### src/rtl/bitwise_and.sv
// Registered bitwise AND for the ALU datapath, with a zero flag and a popcount
// of the result that always stay consistent with the registered output.
module bitwise_and #(
    parameter int WIDTH = 16,
    parameter int CNT_W = $clog2(WIDTH + 1)
) (
    input  logic             clk,
    input  logic             rst,
    input  logic             in_valid,
    input  logic [WIDTH-1:0] A,
    input  logic [WIDTH-1:0] B,
    output logic [WIDTH-1:0] out,
    output logic             out_valid,
    output logic             zero,
    output logic [CNT_W-1:0] ones
);

    logic [WIDTH-1:0] out_q, out_d;
    logic             out_valid_q, out_valid_d;
    logic             zero_q, zero_d;
    logic [CNT_W-1:0] ones_q, ones_d;
    logic [WIDTH-1:0] and_res;
    logic [CNT_W-1:0] and_cnt;

    // Flags come from the same AND result that is registered, so all three
    // outputs describe the same value in the same cycle.
    always_comb begin
        and_res = A & B;
        and_cnt = '0;
        for (int i = 0; i < WIDTH; i++) begin
            and_cnt = and_cnt + CNT_W'(and_res[i]);
        end
    end

    // Operands are only looked at when valid, so X on idle inputs never leaks.
    always_comb begin
        out_d       = out_q;
        zero_d      = zero_q;
        ones_d      = ones_q;
        out_valid_d = 1'b0;
        if (in_valid) begin
            out_d       = and_res;
            zero_d      = ~|and_res;
            ones_d      = and_cnt;
            out_valid_d = 1'b1;
        end
    end

    always_ff @(posedge clk) begin
        if (rst) begin
            out_q       <= '0;
            out_valid_q <= 1'b0;
            zero_q      <= 1'b1;
            ones_q      <= '0;
        end else begin
            out_q       <= out_d;
            out_valid_q <= out_valid_d;
            zero_q      <= zero_d;
            ones_q      <= ones_d;
        end
    end

    assign out       = out_q;
    assign out_valid = out_valid_q;
    assign zero      = zero_q;
    assign ones      = ones_q;

endmodule

### config.mk
export PLATFORM = sky130hd
export DESIGN_NAME = bitwise_and
export DESIGN_NICKNAME = d
export VERILOG_FILES = /design/src/rtl/bitwise_and.sv
export SDC_FILE = /design/constraint.sdc
export NUM_CORES = 1
export LEC_CHECK = 0
export ABC_AREA = 1
export CAP_MARGIN = 20
export CORE_ASPECT_RATIO = 0.6
export CORE_UTILIZATION = 25
export CTS_CLUSTER_DIAMETER = 200
export DETAILED_ROUTE_END_ITERATION = 7
export PLACE_DENSITY_LB_ADDON = 0.25
export SYNTH_ARGS = -nofsm -noshare
export SYNTH_HDL_FRONTEND = slang
export SYNTH_SLANG_ARGS = --single-unit
### constraint.sdc
create_clock -name clk -period 5.5 [get_ports clk]
set_clock_uncertainty 0.2 [all_clocks]
set_input_delay 1.375 -clock clk [delete_from_list [all_inputs] [get_ports clk]]
set_output_delay 1.375 -clock clk [all_outputs]
set_load 0.01 [all_outputs]
==> Word level (Yosys, flattened, before mapping) <==
Index checks and enable logic that the tools add are counted.
{ "classes": {"add_sub_neg": 15, "muxes": 1, "bitwise": 1, "reduce_logical": 2} }
{ "ops": {"columns": ["op", "count"], "rows": [
  ["adder 5 x 1 -> 5 bit", 11],
  ["bitwise AND 16 bit", 1],
  ["OR reduction 16 bit", 1],
  ["adder 4 x 1 -> 5 bit", 1],
  ["adder 3 x 1 -> 4 bit", 1],
  ["adder 2 x 1 -> 3 bit", 1],
  ["adder 1 x 1 -> 2 bit", 1],
  ["zero test 1 bit", 1],
  ["2-to-1 mux 1 bit", 1]
]} }
{ "totals": {"regBits": 23, "in_bits": 35, "output_inout_bits": 23, "word_cells": 23} }

==> Depth between registers and ports, before layout <==
Gate-level depths: netlist (run 1).
{ "depth": {"word_depth": 16, "mapped_depth": 17, "ltp_nobuf": 17} }

==> Least setup slack after synthesis (run 1) <==
OpenSTA, ideal clock, no wires.
{ "synth_timing": {"path_kind": "input to register", "startpoint": "input port A[1]", "endpoint": "register ones_q[2], in the netlist ones[2]", "setup_ns": 0.113, "arrival_time_ns": 4.388, "path_slack_ns": 0.799, "cell_stages": 14, "cell_sequence": "nand2_1 > inv_1 > fa_1 > inv_1 > fa_1 > fa_1 > fa_1 > inv_1 > ha_1 > inv_1 > fa_1 > xnor2_1 > o21ai_1 > inv_1"} }
{ "synth_between": {"elab_chain_len": 16} }
{ "synth_rtl": {"columns": ["element", "line_no", "source"], "rows": [
  ["start, declared", "10", "input logic [WIDTH-1:0] A,"],
  ["bitwise AND 16 bit", "28", "and_res = A & B;"],
  ["via and_res[1]", "22", "logic [WIDTH-1:0] and_res;"],
  ["adder 1 x 1 -> 2 bit", "31", "and_cnt = and_cnt + CNT_W'(and_res[i]);"],
  ["adder 2 x 1 -> 3 bit", "31", null],
  ["adder 3 x 1 -> 4 bit", "31", null],
  ["adder 4 x 1 -> 5 bit", "31", null],
  ["adder 5 x 1 -> 5 bit (11 in series)", "31", null],
  ["end signal, assigned", "59", "ones_q <= ones_d;"],
  ["end, declared", "21", "logic [CNT_W-1:0] ones_q, ones_d;"]
]} }
The timed path passes the listed nets, and every way through them passes these cells.
A chain may end at the register's enable or synchronous reset.

==> Worst setup path after layout (run 1) <==
{ "layout_timing": {"startpoint": "input port A[7]", "endpoint": "register ones_q[2], in the netlist ones[2]"} }
{ "layout_between": {"elab_chain_len": 10} }
{ "layout_rtl": {"columns": ["element", "line_no"], "rows": [
  ["bitwise AND 16 bit", "28"],
  ["via and_res[7]", "22"],
  ["adder 5 x 1 -> 5 bit (9 in series)", "31"]
]} }
The timed path passes the listed nets, and every way through them passes these cells.

==> summary.txt, run 1 <==
status = finished, final reports clean
Finished Layout Cells = 282
IO Count = 58
GR Util All Layers = 12.0%
CP Cell Sequence = clkdlybuf4s50_1 -> nand2_1 -> inv_1 -> fa_1 -> inv_1 -> fa_1 -> fa_1 -> fa_1 -> inv_1 -> ha_1 -> inv_1 -> fa_1 -> xnor2_1 -> o21ai_1 -> inv_1
Max-slew headroom = 75.7%
Die W = 94.1 um
die height = 57.3 um
Worst VDD drop = 134 uV
Hold-fix buffers, CTS = 0
Fin. Hold Viols = 0
maxcap violations = 0
area growth from synthesis to layout = 52.8%
Fmax achieved = 199 MHz
Final min period = 5010 ps
Initial Utilization = 26.9%
PostCTS Resize Cnt = 0
CTS Buffer Depth = 2
Final setup viols = 0
adder-cell share of the synthesized area = 21.6%
TNS Setup = 0 ps
post-CTS setup buffers = 0
largest net degree at the start of global routing = 42
type of the worst setup path = primary input to flop
Vias = 1178
post-synth cell types = 16
commonest cells after routing, fill and taps aside = clkdlybuf4s50_1, nand2_1, inv_1
Fillers = 474
flip-flop and latch area = 460 um2
critical path launch point type = primary input
detailed placement HPWL = 2.46 mm
via/cell ratio = 4.18
drt pass-1 iters = 5
layout cells sized above 1 = 2.74%
XOR/XNOR Fraction of Synth Area = 0.688%
Static Leakage = 0.915 nW
Synth Warn # = 0
CTS tree = done
Multi-input gate area = 669 um2
compound-cell area share of the yosys netlist = 15.8%
post-synthesis instance area = 1270 um2
first-pass GRT wire length = 5.03 mm
CP delay by family, top = adder cells
row count = 19
Port Buffers = 57
htree depth = 1
worst-margin pin slew = 365 ps
crit-path max FO = 3
clock latency on the worst-skew pair = 270 ps
syn avg cell area = 7.85 um2
die footprint = 5390 um2
Worst path max stage delay = 550 ps
combinational family with the most area after synthesis = adder cells
# diodes = 0
fin crit share = 91.2%
Residual DRC = 0
Wirelength per Cell = 10.8 um
core region area = 4730 um2
WP buf/inv = 6
initial antenna violation count = 0
clock-pin slew on the worst setup and hold paths = 80 ps
CP Capture Type = flop
Setup WS post-layout = 486 ps
Critical Path AT = 4980 ps
post-synthesis simple-gate area fraction = 14.5%
root buffer cell = clkbuf_8
detailed-route wire length = 3.06 mm
Post-Syn Nets = 213
number of global-route vias before repair = 1098
dpl ws = 209 ps
initial DRC count = 31
Routability Congestion = 0.731
Final Util = 41.1%
mux contribution to synthesized area = 0%
commonest non-fill, non-tap cell in the layout = clkdlybuf4s50_1
total grt overflow = 0
DRT antenna net count = 0
Hold Path Class = flop to flop
#FFs+latches synth = 23
Slew Limit Fails = 0
sequential element share of the synthesized area = 36.2%
Worst path slowest cell = fa_1
TritonCTS Sinks = 23
Power Dens Cells = 254 nW/um2
RSZ-0062 raised after global routing = no
Final Power = 0.493 mW
fin nets = 271
number of buffers created by CTS = 3
placed cells = 278
worst endpoint required time = 5460 ps
Cells after Synth = 162
registers in the layout (all words and copies together) (netlist names):
| register | cells |
|---|---|
| out | 16 |
| ones | 5 |
| out_valid | 1 |
| zero | 1 |
cell type report:
type / count / share of cell area, %
clock buffers: 4 / 2.32
inverters: 30 / 5.79
multi-input cells: 104 / 34.4
flip-flops and latches: 23 / 23.7
well taps: 63 / 4.05
repair buffers: 58 / 29.7
per-stage QoR:
| stage | cell area, um2 | hold WS (ps) |
|---|---|---|
| after floorplan | 1270 | 302 |
| after global placement | 1900 | 276 |
| after detailed placement | 1900 | 269 |
| after CTS | 1940 | 291 |
| after global routing | 1940 | 319 |
| final | 1940 | 284 |
synth_stat cells:
| library cell | count | area share [%] |
|---|---|---|
| nand2_1 | 29 | 8.6 |
| xnor2_1 | 1 | 0.69 |
| nor2_1 | 13 | 3.8 |
| inv_2 | 2 | 0.59 |
| buf_4 | 2 | 1.2 |
| ha_1 | 6 | 5.9 |
| nand3_1 | 4 | 1.6 |
| o21ai_1 | 5 | 2.0 |
| inv_1 | 28 | 8.3 |
| dfxtp_1 | 23 | 36 |
| nand4_1 | 1 | 0.49 |
| fa_1 | 10 | 16 |
| a21oi_1 | 19 | 7.5 |
| buf_2 | 3 | 1.2 |
| o21ai_0 | 15 | 5.9 |
| o22ai_1 | 1 | 0.49 |
final timing paths:
kind | slack, ps | startpoint | endpoint | cells after the start
hold / removal | 280 | zero$_SDFFE_PP1P_ | zero$_SDFFE_PP1P_ | 2
setup reg to reg | 4620 | ones[2]$_SDFFE_PP0P_ | ones[2]$_SDFFE_PP0P_ | 4
setup / recovery | 490 | A[7] | ones[2]$_SDFFE_PP0P_ | 15
hold reg to reg | 280 | zero$_SDFFE_PP1P_ | zero$_SDFFE_PP1P_ | 2
cells by family after synthesis:
family	Yosys count
compound gates	40
simple gates	47
fa+ha+maj	16
buf+inv	35
flops	23
xor+xnor	1
metal layers:
metal / part of all wire, % / global-route usage (%) / routed length, um / vias to the layer above
li1: - / - / - / 616
met1: 53 / 17.7 / 1610 / 521
met2: 38 / 17.0 / 1160 / 39
met3: 9.2 / 4.27 / 281 / 2
met4: 0.26 / 1.98 / 8 / 0
met5: 0 / 0 / 0 / -
worst min-delay path: cells and delay by family, from the launching register on:
family | cells | cell delay (ps)
AOI/OAI and AO/OA | 1 | 70
DFF | 1 | 340
and+or+nand+nor | 1 | 50
report_power, final:
group          switching (mW)  total [mW]  internal, mW  leakage [nW]
clock                  0.0551       0.107        0.0518        0.0228
combinational          0.0951       0.198         0.102         0.702
sequential            0.00722       0.189         0.182         0.191
No activity file was read; power rests on OpenSTA's default activity.
==> run 2, diff against run 1 <==
--- a/config.mk
+++ b/config.mk
@@ -10,6 +10,7 @@
 export CORE_ASPECT_RATIO = 0.6
 export CORE_UTILIZATION = 25
 export CTS_CLUSTER_DIAMETER = 200
+export CTS_CLUSTER_SIZE = 14
 export DETAILED_ROUTE_END_ITERATION = 7
 export PLACE_DENSITY_LB_ADDON = 0.25
 export SYNTH_ARGS = -nofsm -noshare
==> results of run 2 <==
Final layout, timing and power as in run 1 (identical DEF).
==> run 3, diff against run 2 <==
--- a/config.mk
+++ b/config.mk
@@ -9,10 +9,10 @@
 export CAP_MARGIN = 20
 export CORE_ASPECT_RATIO = 0.6
 export CORE_UTILIZATION = 25
-export CTS_CLUSTER_DIAMETER = 200
 export CTS_CLUSTER_SIZE = 14
 export DETAILED_ROUTE_END_ITERATION = 7
 export PLACE_DENSITY_LB_ADDON = 0.25
+export SLEW_MARGIN = 15
 export SYNTH_ARGS = -nofsm -noshare
 export SYNTH_HDL_FRONTEND = slang
 export SYNTH_SLANG_ARGS = --single-unit
==> results of run 3 <==
Final layout, timing and power as in run 1 (identical DEF).
